--- src/rtl/hood_mode_pkg.sv ---
// Shared encodings for the hood mode scheduler: mode states, fan speeds, countdown width.
// Pure declarations: no latency, no backpressure.
package hood_mode_pkg;

    localparam int CD_W = 8;

    typedef enum logic [2:0] {
        MODE_OFF     = 3'd0,
        MODE_STANDBY = 3'd1,
        MODE_MENU    = 3'd2,
        MODE_LVL1    = 3'd3,
        MODE_LVL2    = 3'd4,
        MODE_LVL3    = 3'd5,
        MODE_RETURN  = 3'd6,
        MODE_CLEAN   = 3'd7
    } mode_e;

    localparam logic [1:0] FAN_OFF  = 2'd0;
    localparam logic [1:0] FAN_LOW  = 2'd1;
    localparam logic [1:0] FAN_MID  = 2'd2;
    localparam logic [1:0] FAN_HIGH = 2'd3;

    function automatic logic is_timed(input mode_e m);
        return (m == MODE_LVL3) || (m == MODE_RETURN) || (m == MODE_CLEAN);
    endfunction

endpackage

--- src/rtl/hood_mode_scheduler_sec_tick_gen.sv ---
// Per-second prescaler: tick is high for one cycle while the count sits at TICKS-1.
// Clear takes effect at the next edge and suppresses the tick; no backpressure.
module sec_tick_gen #(
    parameter int TICKS = 100_000_000
) (
    input  logic clk,
    input  logic rst,
    input  logic clr,
    output logic tick
);

    localparam int         W    = (TICKS > 1) ? $clog2(TICKS) : 1;
    localparam logic [W-1:0] LAST = W'(TICKS - 1);

    logic [W-1:0] cnt;

    always_ff @(posedge clk or negedge rst) begin
        if (!rst) begin
            cnt <= '0;
        end else if (clr || cnt == LAST) begin
            cnt <= '0;
        end else begin
            cnt <= cnt + 1'b1;
        end
    end

    assign tick = !clr && (cnt == LAST);

endmodule

--- src/rtl/hood_mode_scheduler.sv ---
// Kitchen-hood mode FSM: standby/menu/fan levels/return/self-clean with per-second countdowns.
// All outputs registered (one cycle after cause); button pulses are never held off.
module hood_mode_scheduler
    import hood_mode_pkg::*;
#(
    parameter int TICKS_PER_SEC = 100_000_000,
    parameter int HURRICANE_SEC = 60,
    parameter int RETURN_SEC    = 60,
    parameter int CLEAN_SEC     = 180
) (
    input  logic            clk,
    input  logic            rst,
    input  logic            machine_state,
    input  logic            menu_btn,
    input  logic            lvl1_btn,
    input  logic            lvl2_btn,
    input  logic            lvl3_btn,
    input  logic            clean_btn,
    output logic [2:0]      mode,
    output logic [1:0]      fan_level,
    output logic [CD_W-1:0] countdown,
    output logic            hurricane_used,
    output logic            clean_done
);

    localparam logic [CD_W-1:0] HURR_CNT  = CD_W'(HURRICANE_SEC);
    localparam logic [CD_W-1:0] RET_CNT   = CD_W'(RETURN_SEC);
    localparam logic [CD_W-1:0] CLEAN_CNT = CD_W'(CLEAN_SEC);
    localparam logic [CD_W-1:0] CD_ONE    = CD_W'(1);

    mode_e state;
    logic  tick;
    logic  tick_clr;

    // Prescaler restarts on every timed-state entry, including LVL3 -> RETURN.
    assign tick_clr = !machine_state || !is_timed(state) ||
                      (state == MODE_LVL3 && menu_btn);

    sec_tick_gen #(
        .TICKS(TICKS_PER_SEC)
    ) u_tick (
        .clk (clk),
        .rst (rst),
        .clr (tick_clr),
        .tick(tick)
    );

    assign mode = state;

    always_ff @(posedge clk or negedge rst) begin
        if (!rst) begin
            state          <= MODE_OFF;
            fan_level      <= FAN_OFF;
            countdown      <= '0;
            hurricane_used <= 1'b0;
            clean_done     <= 1'b0;
        end else begin
            clean_done <= 1'b0;
            if (!machine_state) begin
                state          <= MODE_OFF;
                fan_level      <= FAN_OFF;
                countdown      <= '0;
                hurricane_used <= 1'b0;
            end else begin
                case (state)
                    MODE_OFF: begin
                        state <= MODE_STANDBY;
                    end
                    MODE_STANDBY: begin
                        if (menu_btn) state <= MODE_MENU;
                    end
                    MODE_MENU: begin
                        if (menu_btn) begin
                            state <= MODE_STANDBY;
                        end else if (lvl3_btn && !hurricane_used) begin
                            state          <= MODE_LVL3;
                            fan_level      <= FAN_HIGH;
                            countdown      <= HURR_CNT;
                            hurricane_used <= 1'b1;
                        end else if (lvl2_btn) begin
                            state     <= MODE_LVL2;
                            fan_level <= FAN_MID;
                        end else if (lvl1_btn) begin
                            state     <= MODE_LVL1;
                            fan_level <= FAN_LOW;
                        end else if (clean_btn) begin
                            state     <= MODE_CLEAN;
                            fan_level <= FAN_OFF;
                            countdown <= CLEAN_CNT;
                        end
                    end
                    MODE_LVL1: begin
                        if (menu_btn) begin
                            state     <= MODE_STANDBY;
                            fan_level <= FAN_OFF;
                        end else if (lvl2_btn) begin
                            state     <= MODE_LVL2;
                            fan_level <= FAN_MID;
                        end
                    end
                    MODE_LVL2: begin
                        if (menu_btn) begin
                            state     <= MODE_STANDBY;
                            fan_level <= FAN_OFF;
                        end else if (lvl1_btn) begin
                            state     <= MODE_LVL1;
                            fan_level <= FAN_LOW;
                        end
                    end
                    MODE_LVL3: begin
                        if (menu_btn) begin
                            state     <= MODE_RETURN;
                            countdown <= RET_CNT;
                        end else if (tick) begin
                            if (countdown == CD_ONE) begin
                                state     <= MODE_LVL2;
                                fan_level <= FAN_MID;
                                countdown <= '0;
                            end else begin
                                countdown <= countdown - 1'b1;
                            end
                        end
                    end
                    MODE_RETURN: begin
                        if (tick) begin
                            if (countdown == CD_ONE) begin
                                state     <= MODE_STANDBY;
                                fan_level <= FAN_OFF;
                                countdown <= '0;
                            end else begin
                                countdown <= countdown - 1'b1;
                            end
                        end
                    end
                    MODE_CLEAN: begin
                        if (tick) begin
                            if (countdown == CD_ONE) begin
                                state      <= MODE_STANDBY;
                                countdown  <= '0;
                                clean_done <= 1'b1;
                            end else begin
                                countdown <= countdown - 1'b1;
                            end
                        end
                    end
                    default: begin
                        state     <= MODE_OFF;
                        fan_level <= FAN_OFF;
                        countdown <= '0;
                    end
                endcase
            end
        end
    end

endmodule

--- config.mk ---
export PLATFORM = sky130hd
export DESIGN_NAME = hood_mode_scheduler
export DESIGN_NICKNAME = d
export VERILOG_FILES = /design/src/rtl/hood_mode_pkg.sv /design/src/rtl/hood_mode_scheduler_sec_tick_gen.sv /design/src/rtl/hood_mode_scheduler.sv
export SDC_FILE = /design/constraint.sdc
export NUM_CORES = 1
export LEC_CHECK = 0
export ABC_AREA = 1
export BUFFER_PORTS_ARGS = -buffer_cell sky130_fd_sc_hd__buf_2
export CAP_MARGIN = 20
export CORE_ASPECT_RATIO = 1.2
export CORE_UTILIZATION = 55
export DETAILED_ROUTE_END_ITERATION = 7
export PLACE_DENSITY = 0.74
export SYNTH_ARGS = -nofsm -noshare
export SYNTH_HDL_FRONTEND = slang
export SYNTH_SLANG_ARGS = --single-unit
--- constraint.sdc ---
create_clock -name clk -period 2.1 [get_ports clk]
set_input_delay 0.315 -clock clk [delete_from_list [all_inputs] [get_ports clk]]
set_output_delay 0.315 -clock clk [all_outputs]
set_load 0.005 [all_outputs]
==> metrics, run 1 <==
via/cell ratio=~5.4; Die Span Y=81.7 um; Setup Buffers After CTS=0; ratio of cells with drive above 1 in the final layout=17.4%; # clock sinks=between 40 and 50; syn nets=~430; CP max stage delay=0.39 ns; critical-path cell with the highest stage delay=dfrtp_1; Post-CTS Resized=0; Final Cycle Share=90.4%; DRT Wirelength=around 6.7 mm; RSZ-0062 raised after global routing=no; run status=complete, no violations; top cells by count, synth=nand2_1 (95), nor2_1 (64), inv_1 (46); critical path class=reg -> reg; Lkg Pwr=0.00146 uW; I/O pin count=23; Worst-path clk slew=0.09 ns; Combinational Power Share=a little under a quarter; CTS tree=built; insertion delay to the later sink of the worst-skew pair=approximately 0.3 ns; PD cells=599 nW/um^2; setup TNS=0 ns; Hold Vio Cnt, Final=0; number of synthesized flops with an enable pin=0; final setup vio count=0; Post-synth top flop=dfrtp_1; die width=68.4 um; Clock Tree Buf Depth=2; cells on worst reg2reg path=10; CP delay by family, top=simple AND/OR/NAND/NOR gates; clock root cell=clkbuf_8; CP Launch Type=register; Placed Instances=498; via count=2,731; post-synth cell types=35; first-pass GRT wire length=11.0 mm; initial antenna violation count=0; DR WL/cell=13.1 um; HP Class=in -> reg; antenna diode count=0; top-area cell type share of the netlist area=36.1%; # DRC=0; Initial Utilization=58.1%; count leader, synth=nand2_1; number of max-slew violations in the final report=0; area grow syn2layout=10.1%; Worst path depth=10; die area=5590 um^2; Max-slew headroom=a little under 70%; All-Layer GR Usage=26.5%; P_int=~1300 uW; crit path time final=1.90 ns; post-route insts no fill=507; clock share of power=a little over a quarter; I/O Buffers=22; Rows=28; Initial DRC Count=64; Most common cell on crit path=nand2_2; Antenna Violating Nets Remaining=0; nets@finish=around 460; crit-path max FO=5; 1st-pass router iterations=5; cts bufs inserted=5; Critical Path AT=~2.1 ns; switching power=653 uW; clock skew=0.00779 ns; crit path cell chain=ha_1 -> nand3_1 -> nor2_2 -> nand3_1 -> nor2_8 -> nand2_2 -> nand2_2 -> nand2_2 -> nand2_1 -> o21ai_1; Max-Cap Viols=0; Avg Inst Size Synth=roughly 7.0 um^2; vias in the first global route=2,535; Max IR drop VDD=0.000435 V; register share of total power=around half; H-tree lvl count=2; Hold Path Stages=3; #FFs+latches synth=42; Critical path buffers and inverters=0; Syn Inst Count=417; Area contributors post-synth=dfrtp_1 (36%), nand2_1 (12%), nor2_1 (8.2%); achievable frequency=0.527 GHz; largest net degree at the start of global routing=24; largest area contributor in the netlist=dfrtp_1; Sw Share=34.0%; CP endpoint kind=register; post-synthesis sequential area ratio=around 36%; routability cong.=0.887; core area=around 5000 um^2; Post-DP HPWL=5.16 mm; Synth Cell Area=2910 um^2; hold-fix buffers at CTS=1; worst endpoint required time=2.29 ns; worst-margin pin slew=~0.48 ns; asr flop ratio synth=100%; gr ovfl total=0; Syn. warnings=0
## layout by cell type (no fill, tap or decap), drive strengths merged
master	n
nand3b	1
a31oi	1
and2	2
nand3	36
clkbuf	5
nor2	87
ha	3
o21ai	18
xor2	12
dlygate4sd3	1
o31ai	1
o211ai	2
clkinv	3
xnor2	2
nor3	23
a211oi	1
buf	25
a21oi	12
nand4	6
inv	52
o211a	1
nand2	105
clkinvlp	1
o22ai	3
dfrtp	42
nor4	2
## state kept, by name (all words and copies together), names as in the netlist
| name | cells |
|---|---|
| u_tick.cnt | 27 |
| countdown | 8 |
| mode | 3 |
| fan_level | 2 |
| clean_done | 1 |
| hurricane_used | 1 |
## per-layer routing
| layer | vias to the layer above | track usage (%) | part of all wire [%] |
|---|---|---|---|
| met1 | 1273 | 30.0 | 42 |
| met3 | 14 | 4.44 | 2.8 |
| met2 | 52 | 47.7 | 53 |
| met4 | 0 | 11.0 | 2.0 |
| met5 | - | 0 | 0 |
| li1 | 1392 | - | - |
## power by group through the flow
stage               combinational (uW)  clock, uW  sequential [uW]
finish                             459        526              934
detailed placement                 459          0              948
global route                       525        575              944
global placement                   450          0              947
floorplan                          317          0              932
CTS                                463        544              933
## worst paths after layout
kind / from / endpoint / slack [ns]
max in group asynchronous: rst / countdown[5]$_DFFE_PN0P_ / 1.12
max reg2reg: u_tick.cnt[0]$_DFF_PN0_ / mode[2]$_DFFE_PN0P_ / 0.20
max: u_tick.cnt[0]$_DFF_PN0_ / mode[2]$_DFFE_PN0P_ / 0.20
min reg2reg: fan_level[0]$_DFFE_PN0P_ / fan_level[0]$_DFFE_PN0P_ / 0.47
min: machine_state / mode[2]$_DFFE_PN0P_ / 0.40
min in group asynchronous: rst / u_tick.cnt[20]$_DFF_PN0_ / 0.50
## area by class of cell
| type | count | area, um^2 |
|---|---|---|
| inverters | 53 | 204 |
| repair buffers | 26 | 155 |
| clock inverters | 3 | 21.3 |
| fillers | 490 | 1800 |
| flip-flops and latches | 42 | 1050 |
| well taps | 60 | 75.1 |
| multi-input cells | 318 | 1630 |
| clock buffers | 5 | 68.8 |
## logic make-up (layout without fill, tap and decap cells)
logic type               count (synthesis)  after routing  synth area share [%]
flip-flops                              42             42                  36.1
XOR/XNOR                                14             14                  4.21
adder cells (fa/ha/maj)                  3              3                  1.29
AND/OR/NAND/NOR                        262            262                  42.6
buffers and inverters                   57             87                  7.90
AO/OA/AOI/OAI                           39             39                  7.90
## per-stage QoR
stage	setup WS (ns)	total power, uW	area (um^2)	util [%]	hold slack (ns)
2_1_floorplan	0.469	1250	2910	-	0.0194
3_3_place_gp	0.259	1400	3110	62.0	0.298
3_5_place_dp	0.206	1410	3110	62.0	0.294
4_1_cts	0.188	1940	3210	64.0	0.383
5_1_grt	0.0515	2040	3210	64.0	0.403
6_report	0.201	1920	3210	64.0	0.399
## worst register-to-register path, stage by stage, from the launching register on
cell	delay [ns]
dfrtp_1	0.39
ha_1	0.22
nand3_1	0.16
nor2_2	0.23
nand3_1	0.22
nor2_8	0.17
nand2_2	0.08
nand2_2	0.09
nand2_2	0.09
nand2_1	0.07
o21ai_1	0.07
Power figures use the tool's default switching activity.
==> run 2: changes to the inputs <==
- CAP_MARGIN: 20 -> not set
- CORE_ASPECT_RATIO: 1.2 -> 2
- SLEW_MARGIN: not set -> 25
==> run 2 against run 1 <==
Against the previous run:
- hold slack lost 0.31 ns
- maximum frequency shrank 1.1%
- clock-buffer cell count is the same
- power grew 5.6%
- die area grew 0.30%
- clock power grew 22%
- sequential share of layout area grew 0.064 points
- first-iteration DRC count grew 6.3%
- non-clock buffer count shrank 1
- register-to-register slack lost 0.02 ns
- wire length grew 9.0%
- worst setup slack lost 0.022 ns
- largest cell class unchanged
- largest power group unchanged
- highest routed layer unchanged
==> metrics, run 2 (synthesis results as in run 1) <==
HP Class=in -> async; Critical Path AT=2.10 ns; gr ovfl total=0; vias in the first global route=2,845; Max IR drop VDD=0.000453 V; # clock sinks=42; antenna diode count=0; Post-CTS Resized=0; crit path time final=a little under 2 ns; final setup vio count=0; Largest register FFs=27; worst-margin pin slew=about 0.54 ns; achievable frequency=0.521 GHz; number of max-slew violations in the final report=0; Initial Utilization=between 50% and 60%; Clock Tree Buf Depth=2; Post-DP HPWL=~5.6 mm; PD cells=633 nW/um^2; largest net degree at the start of global routing=43; Lkg Pwr=~0.0015 uW; DP Area=~3000 um^2; initial antenna violation count=0; Antenna Violating Nets Remaining=0; die width=around 53 um; GRT met2 Usage=about 55%; clock skew=roughly 0.010 ns; CP Launch Type=register; CP endpoint kind=register; area grow syn2layout=9.88%; Placed Instances=496; commonest non-fill, non-tap cell in the layout=nand2_1; crit-path max FO=5; start of the worst register-to-register path=u_tick.cnt[0]$_DFF_PN0_; Final Cycle Share=91.5%; Critical Path Start=u_tick.cnt[0]$_DFF_PN0_; DR WL/cell=between 10 and 15 um; # DRC=0; routability cong.=about 0.9; RSZ-0062 raised after global routing=no; Final WS setup=between 0.15 and 0.2 ns; most frequent cells in the layout=nand2_1 (95), nor2_1 (64), inv_1 (46); post-place setup slack=0.177 ns; Worst-path clk slew=0.08 ns; critical path class=reg -> reg; run status=complete, no violations; Finished Cell Area=approximately 3200 um^2; I/O Buffers=22; setup TNS=0 ns; M3 GR Usage=between 3 and 4%; die area=5610 um^2; nets@finish=between 400 and 500; CTS tree=built; clock root cell=clkbuf_8; Hold Vio Cnt, Final=0; first-pass GRT wire length=12.2 mm; DRT Wirelength=7.25 mm; Top Usage Layer GRT=met2; H-tree lvl count=2; I/O pin count=23; Rows=37; met1 Use GR=28.7%; Min Hold Slack=about 0.086 ns; Die Span Y=105 um; 1st-pass router iterations=7; via/cell ratio=5.47; Setup Buffers After CTS=0; All-Layer GR Usage=29.5%; post-route insts no fill=504; Reg with most FFs=u_tick.cnt; ratio of cells with drive above 1 in the final layout=17.5%; Max-slew headroom=~64%; core area=5140 um^2; insertion delay to the later sink of the worst-skew pair=0.30 ns; Initial DRC Count=between 60 and 70; via count=2,756; Max-Cap Viols=0; cts bufs inserted=5; worst endpoint required time=between 2 and 2.5 ns; hold-fix buffers at CTS=0
[run 2: path summary, 6_finish.rpt]
path / end / slack, ns / cells past startpoint
min in group clk: mode[2]$_DFFE_PN0P_ / 0.45 / 3
max in group asynchronous: u_tick.cnt[2]$_DFF_PN0_ / 1.65 / 2
worst max register to register: mode[2]$_DFFE_PN0P_ / 0.18 / 10
worst min-delay path: u_tick.cnt[5]$_DFF_PN0_ / 0.09 / 2
worst max-delay path: mode[2]$_DFFE_PN0P_ / 0.18 / 10
worst min register to register: u_tick.cnt[0]$_DFF_PN0_ / 0.48 / 1
[run 2: layout make-up]
cell class	instances	area, um^2
fillers	508	1940
multi-input cells	318	1630
flip-flops and latches	42	1050
inverters	53	204
repair buffers	25	133
well taps	58	72.6
clock buffers	5	68.8
clock inverters	3	40.0
[run 2: worst max-delay path, cell delays in order (launching register included)]
cell and delay [ns]:
dfrtp_1 0.39, ha_1 0.23, nand3_1 0.16, nor2_2 0.24, nand3_1 0.21, nor2_8 0.17, nand2_2 0.08, nand2_2 0.09
nand2_2 0.10, nand2_1 0.07, o21ai_1 0.06
[run 2: metrics by stage]
stage	utilization (%)	power, uW
floorplan	-	1250
global placement	60.2	1390
detailed placement	60.2	1400
CTS	62.3	2040
global route	62.3	2140
finish	62.3	2030
[run 2: power by group]
group	switching (uW)	leakage [uW]	internal (uW)
clock network	293	0.0000579	350
registers	83.2	0.000575	858
logic	279	0.000829	164
[run 2: per-layer routing]
layer	part of all wire, %	vias up
met5	0	-
met4	3.7	0
met2	59	60
met1	36	1285
li1	-	1392
met3	2.2	19
==> run 3: changes to the inputs <==
- CORE_ASPECT_RATIO: 2 -> 1.1
- SYNTH_HIERARCHICAL: not set -> 1
==> run 3 against run 2 <==
Against the previous run:
- sequential power rose by 2%
- clock-buffer cell count rose by 2
- via count rose by 3.1%
- global-route usage fell by 2.2 points
- clock skew fell by 0.00087 ns
- maximum frequency fell by 1.3%
- synthesized cell count rose by 5.8%
- highest routed layer unchanged
==> metrics, run 3 <==
I/O pin count=23; Critical Path AT=2.12 ns; CP max stage delay=0.41 ns; insertion delay to the later sink of the worst-skew pair=0.29 ns; Avg Inst Size Synth=about 6.6 um^2; Worst path depth=16; Syn. warnings=6; 1st-pass router iterations=4; routability cong.=slightly above 0.9; Min Hold Slack=around 0.11 ns; Max-slew headroom=46.8%; initial antenna violation count=0; via count=2,842; largest area contributor in the netlist=dfrtp_1; die area=5560 um^2; critical-path cell with the highest stage delay=dfrtp_1; Seq. cell area=1050 um^2; crit-path max FO=5; Antenna Violating Nets Remaining=0; Final WS setup=0.154 ns; gr ovfl total=0; Most common cell on crit path=nand2_1; run status=complete, no violations; H-tree lvl count=2; final setup vio count=0; post-synthesis sequential area ratio=36.3%; #FFs+latches synth=42; Area contributors post-synth=dfrtp_1 (36%), nand2_1 (18%), nor2_1 (12%); Final Cycle Share=92.7%; CP delay by family, top=simple AND/OR/NAND/NOR gates; die width=71.2 um; achievable frequency=0.514 GHz; simple-gate area share of the yosys netlist=43.4%; crit path cell chain=ha_4 -> nand3_4 -> inv_4 -> nand2_4 -> nor2_4 -> nand2_2 -> nor2_4 -> inv_2 -> nand2_1 -> nand2_1 -> nand2_1 -> nand2_1 -> nor2_2 -> nand2_2 -> o21ai_1 -> nand2_1; crit path time final=1.95 ns; Max IR drop VDD=0.000420 V; asr flop ratio synth=100%; Max-Cap Viols=0; Initial Utilization=57.6%; CTS tree=built; Synth Cell Area=2900 um^2; CP endpoint kind=register; # clock sinks=42; DRT Wirelength=6.91 mm; PD cells=665 nW/um^2; post-place setup slack=0.0842 ns; syn nets=452; All-Layer GR Usage=27.3%; most frequent cells in the layout=nand2_1 (137), nor2_1 (84), inv_1 (44); Rows=27; cts bufs inserted=5; critical path class=reg -> reg; HP Class=in -> async; multi-input combinational cell area=1670 um^2; clock skew=0.00944 ns; area grow syn2layout=14.6%; Post-DP HPWL=5.12 mm; Syn Inst Count=441; Synth Area in Compound Gates=just under 6%; CP Launch Type=register; count leader, synth=nand2_1; via/cell ratio=5.26; Post-synth top flop=dfrtp_1; worst-margin pin slew=about 0.8 ns; first-pass GRT wire length=12.0 mm; nets@finish=492; Critical path buffers and inverters=2; XOR/XNOR Fraction of Synth Area=4.53%; hold-fix buffers at CTS=0; Largest register FFs=27; commonest non-fill, non-tap cell in the layout=nand2_1; number of max-slew violations in the final report=0; Synth Area in Adders=1.30%; Die Span Y=78.1 um; post-route insts no fill=540; core area=5030 um^2; largest family of logic cells by synthesized area=simple AND/OR/NAND/NOR gates; number of synthesized flops with an enable pin=0; mux contribution to synthesized area=0%; Worst-path clk slew=0.07 ns; DP Area=around 3100 um^2; clock root cell=clkbuf_8; # DRC=0; Hold Vio Cnt, Final=0; Reg with most FFs=u_tick/cnt; ratio of cells with drive above 1 in the final layout=a little under a fifth; Initial DRC Count=149; Finished Cell Area=3320 um^2; post-synth cell types=27; RSZ-0062 raised after global routing=yes; fill count=487; Placed Instances=524; top-area cell type share of the netlist area=36.3%; antenna diode count=0; cells on worst reg2reg path=16; Lkg Pwr=0.00154 uW; I/O Buffers=22; DR WL/cell=12.8 um; setup TNS=0 ns; largest net degree at the start of global routing=35; Clock Tree Buf Depth=2; top cells by count, synth=nand2_1 (138), nor2_1 (91), inv_1 (46); vias in the first global route=about 2.8k; worst endpoint required time=2.28 ns
[run 3: final cells by class]
type,instances,share of cell area (%)
flip-flops and latches,42,31.6
clock inverters,1,0.151
repair buffers,38,7.04
well taps,58,2.18
clock buffers,7,2.60
multi-input cells,342,50.3
inverters,52,6.10
[run 3: metal layers]
metal / track usage [%] / routed length (um)
met2: 49.0 / 3530
met1: 31.7 / 2930
met5: 0 / 0
met3: 4.75 / 256
met4: 11.6 / 189
[run 3: final timing paths]
check	start	endpoint	slack, ns
setup / recovery	u_tick/cnt[1]$_DFF_PN0_	fan_level[0]$_DFFE_PN0P_	0.15
hold / removal	rst	u_tick/cnt[17]$_DFF_PN0_	0.11
setup reg to reg	u_tick/cnt[1]$_DFF_PN0_	fan_level[0]$_DFFE_PN0P_	0.15
hold reg to reg	fan_level[1]$_DFFE_PN0P_	fan_level[1]$_DFFE_PN0P_	0.49
max in group asynchronous	rst	u_tick/cnt[1]$_DFF_PN0_	1.36
min in group clk	lvl3_btn	hurricane_used$_DFFE_PN0P_	0.31
[run 3: logic make-up after synthesis]
kind of cell	count (synthesis)
simple gates	292
flops	42
buf+inv	57
compound gates	32
fa+ha+maj	3
xor+xnor	15
[run 3: metrics by stage]
stage                     utilization, %  power [uW]
after global routing                66.0        2370
after floorplan                        -        1440
after detailed placement            61.4        1650
after global placement              61.4        1650
final                               66.0        2210
after CTS                           63.3        2190
[run 3: power breakdown]
group | internal, uW | leakage, uW | switching (uW)
Sequential | 882 | 0.000575 | 76.7
Clock | 265 | 0.0000482 | 269
Combinational | 264 | 0.000915 | 452
Total | 1410 | 0.00154 | 798
[run 3: repair_timing]
item / in CTS / in global routing
buffers inserted: 0 / 8
setup endpoints to repair: 0 / 13
resized for setup: 0 / 25
endpoints found under the hold margin: 0 / 0
